===== config.mk =====
export PLATFORM = sky130hd
export DESIGN_NAME = lstm_seq_driver
export DESIGN_NICKNAME = d
export VERILOG_FILES = /design/src/rtl/lstm_seq_driver.sv
export SDC_FILE = /design/constraint.sdc
export NUM_CORES = 1
export LEC_CHECK = 0
export CORE_AREA = 10 10 174 176
export CTS_CLUSTER_SIZE = 20
export DETAILED_ROUTE_END_ITERATION = 10
export DIE_AREA = 0 0 184 186
export DONT_BUFFER_PORTS = 1
export MAX_ROUTING_LAYER = met4
export PLACE_DENSITY_LB_ADDON = 0.15
export SYNTH_ARGS = -nofsm -noshare
export SYNTH_HDL_FRONTEND = slang
export SYNTH_SLANG_ARGS = --single-unit

===== constraint.sdc =====
create_clock -name clk -period 2.6 [get_ports clk]
set_input_delay 0.39 -clock clk [delete_from_list [all_inputs] [get_ports clk]]
set_output_delay 0.39 -clock clk [all_outputs]
set_load 0.02 [all_outputs]

===== src/rtl/lstm_seq_driver.sv =====
// -----------------------------------------------------------------------------
// lstm_seq_driver
//
// Sequence-level initiator for an LSTM cell with a start/done handshake.
// Input vectors arrive on a valid/ready stream, one per timestep. For each
// timestep the driver captures x, fires a single-cycle cell_start, and holds
// x/h_prev/c_prev stable until the cell answers with cell_done. The returned
// h/c become h_prev/c_prev for the next timestep. Each h is then offered on a
// valid/ready output stream. A per-step watchdog aborts the sequence if the
// cell never answers.
//
// Ports:
//   clk, rst_n             clock (rising edge), asynchronous active-low reset
//   seq_start, seq_len     start pulse and length, sampled only while idle
//   seq_busy               high whenever a sequence is in progress
//   seq_done               one-cycle pulse at sequence end (normal, empty, abort)
//   timeout_err            sticky watchdog flag, cleared by the next seq_start
//   in_valid/in_ready/in_x input vector stream (ready only while waiting for x)
//   out_valid/out_ready    hidden-state output stream
//   out_h, out_last        current hidden state, final-step marker
//   cell_start/cell_done   cell handshake (single-cycle pulses both ways)
//   cell_x/h_prev/c_prev   cell operands, stable from start until done
//   cell_h/cell_c          cell results, valid while cell_done is high
//
// Vectors are flattened: element i occupies bits [i*DATA_WIDTH +: DATA_WIDTH].
// Data passes through bit-exact; no arithmetic is applied to it.
// -----------------------------------------------------------------------------
module lstm_seq_driver #(
  parameter int INPUT_SIZE     = 2,
  parameter int HIDDEN_SIZE    = 2,
  parameter int DATA_WIDTH     = 32,
  parameter int SEQ_LEN_WIDTH  = 8,
  parameter int TIMEOUT_CYCLES = 1024
) (
  input  logic                              clk,
  input  logic                              rst_n,
  input  logic                              seq_start,
  input  logic [SEQ_LEN_WIDTH-1:0]          seq_len,
  output logic                              seq_busy,
  output logic                              seq_done,
  output logic                              timeout_err,
  input  logic                              in_valid,
  output logic                              in_ready,
  input  logic [INPUT_SIZE*DATA_WIDTH-1:0]  in_x,
  output logic                              out_valid,
  input  logic                              out_ready,
  output logic [HIDDEN_SIZE*DATA_WIDTH-1:0] out_h,
  output logic                              out_last,
  output logic                              cell_start,
  input  logic                              cell_done,
  output logic [INPUT_SIZE*DATA_WIDTH-1:0]  cell_x,
  output logic [HIDDEN_SIZE*DATA_WIDTH-1:0] cell_h_prev,
  output logic [HIDDEN_SIZE*DATA_WIDTH-1:0] cell_c_prev,
  input  logic [HIDDEN_SIZE*DATA_WIDTH-1:0] cell_h,
  input  logic [HIDDEN_SIZE*DATA_WIDTH-1:0] cell_c
);

  localparam int XW = INPUT_SIZE * DATA_WIDTH;
  localparam int HW = HIDDEN_SIZE * DATA_WIDTH;
  localparam int TW = $clog2(TIMEOUT_CYCLES) + 1;

  // The timer is cleared in START and counts WAIT_DONE cycles. Expiring when
  // it holds TIMEOUT_CYCLES-2 puts the abort exactly TIMEOUT_CYCLES cycles
  // after the cycle in which cell_start was high.
  localparam logic [TW-1:0] TIMER_EXPIRE = TW'(TIMEOUT_CYCLES - 2);
  localparam logic [SEQ_LEN_WIDTH-1:0] LEN_ONE = SEQ_LEN_WIDTH'(1);

  typedef enum logic [2:0] {
    S_IDLE,
    S_WAIT_X,
    S_START,
    S_WAIT_DONE,
    S_EMIT
  } state_t;

  state_t                   state;
  logic [XW-1:0]            x_reg;
  logic [HW-1:0]            h_state;
  logic [HW-1:0]            c_state;
  logic [SEQ_LEN_WIDTH-1:0] step;
  logic [SEQ_LEN_WIDTH-1:0] len;
  logic [TW-1:0]            timer;

  // Operands and the output vector are straight register views, so they can
  // only move when the FSM explicitly loads x_reg / h_state / c_state.
  assign cell_x      = x_reg;
  assign cell_h_prev = h_state;
  assign cell_c_prev = c_state;
  assign out_h       = h_state;

  always_ff @(posedge clk or negedge rst_n) begin
    if (!rst_n) begin
      state       <= S_IDLE;
      x_reg       <= '0;
      h_state     <= '0;
      c_state     <= '0;
      step        <= '0;
      len         <= '0;
      timer       <= '0;
      seq_busy    <= 1'b0;
      seq_done    <= 1'b0;
      timeout_err <= 1'b0;
      in_ready    <= 1'b0;
      out_valid   <= 1'b0;
      out_last    <= 1'b0;
      cell_start  <= 1'b0;
    end else begin
      // Pulse outputs default low; each state raises them for one cycle.
      seq_done   <= 1'b0;
      cell_start <= 1'b0;

      case (state)
        S_IDLE: begin
          if (seq_start) begin
            timeout_err <= 1'b0;
            if (seq_len != '0) begin
              len      <= seq_len;
              step     <= '0;
              h_state  <= '0;
              c_state  <= '0;
              seq_busy <= 1'b1;
              in_ready <= 1'b1;
              state    <= S_WAIT_X;
            end else begin
              // Empty sequence: report completion without touching the cell.
              seq_done <= 1'b1;
            end
          end
        end

        S_WAIT_X: begin
          // in_ready is high for the whole of this state.
          if (in_valid) begin
            x_reg      <= in_x;
            in_ready   <= 1'b0;
            cell_start <= 1'b1;
            state      <= S_START;
          end
        end

        S_START: begin
          timer <= '0;
          state <= S_WAIT_DONE;
        end

        S_WAIT_DONE: begin
          // Done is tested first so a response on the expiry cycle still wins.
          if (cell_done) begin
            h_state   <= cell_h;
            c_state   <= cell_c;
            out_valid <= 1'b1;
            out_last  <= (step == (len - LEN_ONE));
            state     <= S_EMIT;
          end else if (timer == TIMER_EXPIRE) begin
            timeout_err <= 1'b1;
            seq_done    <= 1'b1;
            seq_busy    <= 1'b0;
            state       <= S_IDLE;
          end else begin
            timer <= timer + TW'(1);
          end
        end

        S_EMIT: begin
          if (out_ready) begin
            out_valid <= 1'b0;
            out_last  <= 1'b0;
            if (out_last) begin
              seq_done <= 1'b1;
              seq_busy <= 1'b0;
              state    <= S_IDLE;
            end else begin
              step     <= step + LEN_ONE;
              in_ready <= 1'b1;
              state    <= S_WAIT_X;
            end
          end
        end

        default: begin
          seq_busy  <= 1'b0;
          in_ready  <= 1'b0;
          out_valid <= 1'b0;
          out_last  <= 1'b0;
          state     <= S_IDLE;
        end
      endcase
    end
  end

endmodule

==> results.md <==
- Outcome: complete, but fails checks
- Failing checks: hold timing
- Final hold slack: -0.437 ns
- # H-tree levels: 1
- Initial Utilization: about 37%
- Die Width: 184 um
- Register area share after synthesis: about 57%
- First-pass GRT wire length: between 40 and 50 mm
- Via-to-Cell Ratio: around 5.0
- Peak supply drop: ~0.55 mV
- Core area: about 27,000 um2
- Post-layout util: roughly 47%
- Syn. warnings: 0
- Synthesized flop and latch total: around 230
- Initial antenna violation count: 6
- Post-CTS Setup Inserts: 0
- Max cap viols: 0
- Syn-to-layout area delta: 25.7%
- Final Net Count: between 1,000 and 1,500
- WL met3: ~3.6 mm
- Buf+Inv Stages, Crit Path: 0
- GP Congestion: roughly 0.84
- Hold Crit Class: in2async
- Switch Pwr: 6.79 mW
- Cts hold-fix bufs: between 150 and 200
- Clock Power Share: between 20% and 30%
- RSZ-0062 raised after global routing: no
- PD cells: between 1000 and 1500 nW/um2
- Startpoint type of the worst setup path: register
- Total grt overflow: 0
- R2R setup slack: ~0.46 ns
- Crit path required time: ~3 ns
- Worst EP arrival: ~2.6 ns
- Slew @ Worst Pin: about 0.74 ns
- Syn nets: ~1,200
- Total power: around 16 mW
- Drt wl/cell: 22.0 um
- Syn_area_per_cell: between 10 and 15 um2
- Cells after synthesis: just under 1,000
- Most used DFF post-synth: dfrtp_1
- Worst-path cell chain: or4b_4 -> a21oi_2 -> a21oi_2 -> or4_1 -> a21oi_1
- Detail Placement HPWL: 22.9 mm
- Highest metal used: met4
- Crit-path slowest cell: or4b_4
- TritonCTS Buffers: 26
- Ys async rst share: 100%
- Drt total wl: between 30 and 40 mm
- Reg power frac: ~52%
- # setup viols final: 0
- Port buffer count: 0
- FF-to-FF End: step[7]
- CP top delay family: simple AND/OR/NAND/NOR gates
- Cells on worst reg2reg path: 5
- Worst-path clk slew: around 0.060 ns
- LEAKAGE: between 5 and 6 nW
- Slew HR: 50.1%
- # clock sinks: about 230
- CP max FO: 8
- Sw Ratio: between 40% and 50%
- CTS tree: done
- GRT Util Overall: a little under a fifth
- Die area: approximately 34,000 um2
- Max incr delay on CP: about 0.56 ns
- CTS Buffer Depth: 3
- Final Max Tran Viols: 0
- Final Hold Fails: between 200 and 250
- Most frequent CP cell: a21oi_2
- Wl on met1: about 12 mm
- Internal power: roughly 8.7 mW
- Number of flops mapped to enable cells by yosys: 0
- Final period utilization: approximately 82%
- DRT iter0 DRCs: ~370
- Final ANT Viol Nets: 0
- Library cells used by synthesis: between 40 and 50
- CP Capture Type: register
- Cell row count: 60
- Combinational power share: between 20% and 30%
- Met2 wire len: 15.7 mm
- Via Count: 7,252
- Worst Skew: around 0.0074 ns
- Critical R2R Launch: state[1]
- Largest net degree at the start of global routing: 230
- Clock insertion delay at the later pin of the skew report: 0.52 ns
- CTS root buf: clkbuf_16
- Achievable Freq: between 400 and 500 MHz
- Vias in the first global route: 7,603
- TritonRoute pass-1 iters: 4
- Share of layout cells above drive strength 1: around an eighth
- Synthesized area: approximately 10000 um2
- Crit Path Class: reg2reg
- Setup_tns: 0 ns
- Ports: 469
- # DRC: 0
- Final Critical Period: about 2.1 ns
- Die Span Y: between 150 and 200 um
-- placed cells by master, fill, tap and decap left out, drive strengths merged, types with 2 or more instances in the layout --
master / Yosys / final
xnor2: 15 / 15
xor2: 4 / 4
nor2b: 4 / 4
and2: 3 / 3
or3: 4 / 4
ha: 4 / 4
mux2: 69 / 69
and3: 2 / 2
or4: 2 / 2
nand4: 5 / 5
nor4: 4 / 4
diode: 0 / 6
o21ai: 143 / 143
nor4b: 2 / 2
dfrtp: 229 / 229
o211ai: 2 / 2
nor3b: 7 / 7
mux2i: 2 / 2
and4: 3 / 3
nor3: 8 / 8
dlygate4sd3: 0 / 178
inv: 9 / 9
nand2: 278 / 278
nor2: 19 / 19
a21oi: 15 / 15
a31oi: 2 / 2
o31ai: 4 / 4
clkbuf: 40 / 41
o21a: 2 / 2
clkinv: 0 / 6
nand3: 7 / 7
buf: 84 / 17
-- worst max path at each step --
| stage | from | end | slack [ns] | cells past startpoint |
|---|---|---|---|---|
| after floorplan | state[0] | cell_h_prev[10] | 0.53 | 10 |
| after global placement | state[1] | step[5] | 0.50 | 5 |
| after detailed placement | state[1] | step[5] | 0.49 | 5 |
| after CTS | state[1] | step[7] | 0.46 | 5 |
| after global routing | state[1] | step[7] | 0.37 | 5 |
| final | state[1] | step[7] | 0.46 | 5 |
-- metrics by stage --
| stage | hold slack [ns] | std cells | setup WS (ns) | instance area, um2 |
|---|---|---|---|---|
| global route | -0.462 | 1453 | 0.365 | 12500 |
| global placement | 0.103 | 1221 | 0.500 | 9870 |
| CTS | -0.471 | 1447 | 0.464 | 12500 |
| floorplan | 0.0944 | 987 | 0.529 | 9970 |
| finish | -0.437 | 1453 | 0.460 | 12500 |
| detailed placement | 0.102 | 1221 | 0.494 | 9870 |
-- logic make-up after synthesis --
family | share of synthesized area [%]
AOI/OAI and AO/OA | 9.61
DFF | 57.5
buffers and inverters | 7.86
muxes | 7.99
adders and majority gates | 0.502
xor gates and xnor gates | 1.67
and+or+nand+nor | 14.9
-- power by group through the flow --
stage | Combinational (mW) | Clock (mW) | Sequential [mW]
after global routing | 4.31 | 3.88 | 8.34
after CTS | 3.80 | 3.77 | 8.21
final | 3.75 | 3.63 | 8.13
after floorplan | 3.72 | 0 | 7.13
after detailed placement | 3.58 | 0 | 8.25
after global placement | 3.47 | 0 | 8.28
-- cell usage after synthesis, types with 3 or more instances --
cell      instances  area (um2)
nand2_1         278        1040
nor4_1            4        25.0
xnor2_1          15         131
o21ai_1          47         235
or3_1             4        25.0
a21oi_1          13        65.1
buf_2            11        55.1
o31ai_1           4        30.0
clkbuf_1         40         150
and4_1            3        26.3
nor3b_1           7        52.6
xor2_1            4        35.0
o21ai_0          96         480
nor3_1            8        40.0
nor2_1           19        71.3
nor2b_1           4        25.0
buf_4            70         526
nand4_1           5        31.3
ha_1              4        50.1
nand3_1           7        35.0
mux2_2           69         777
and2_1            3        18.8
dfrtp_1         229        5730
inv_1             9        33.8
-- state kept, by name, indices dropped and copies added (netlist names) --
| register | cells |
|---|---|
| cell_c_prev | 64 |
| cell_h_prev | 64 |
| cell_start | 1 |
| cell_x | 64 |
| in_ready | 1 |
| len | 8 |
| out_last | 1 |
| out_valid | 1 |
| seq_busy | 1 |
| seq_done | 1 |
| state | 3 |
| step | 8 |
| timeout_err | 1 |
| timer | 11 |
-- timing repair --
action                                  in CTS  in global routing
endpoints found under the setup margin       0                  0
hold endpoints to repair                   407                229
resized for setup                            0                  0
-- per-layer routing --
layer	vias to the layer above	track usage (%)
met2	320	29.7
met5	-	-
met4	0	4.20
li1	3444	-
met1	3457	20.8
met3	31	7.43
-- layout make-up --
type                       instances  area, um2
antenna                            6       15.0
clock buffer                      41        798
clock inverter                     7       63.8
fill                            2460      14200
inverter                           9       33.8
multi-input combinational        625       3480
sequential                       229       5730
tap                              341        427
timing repair buffer             195       1980
Power figures use the tool's default switching activity.
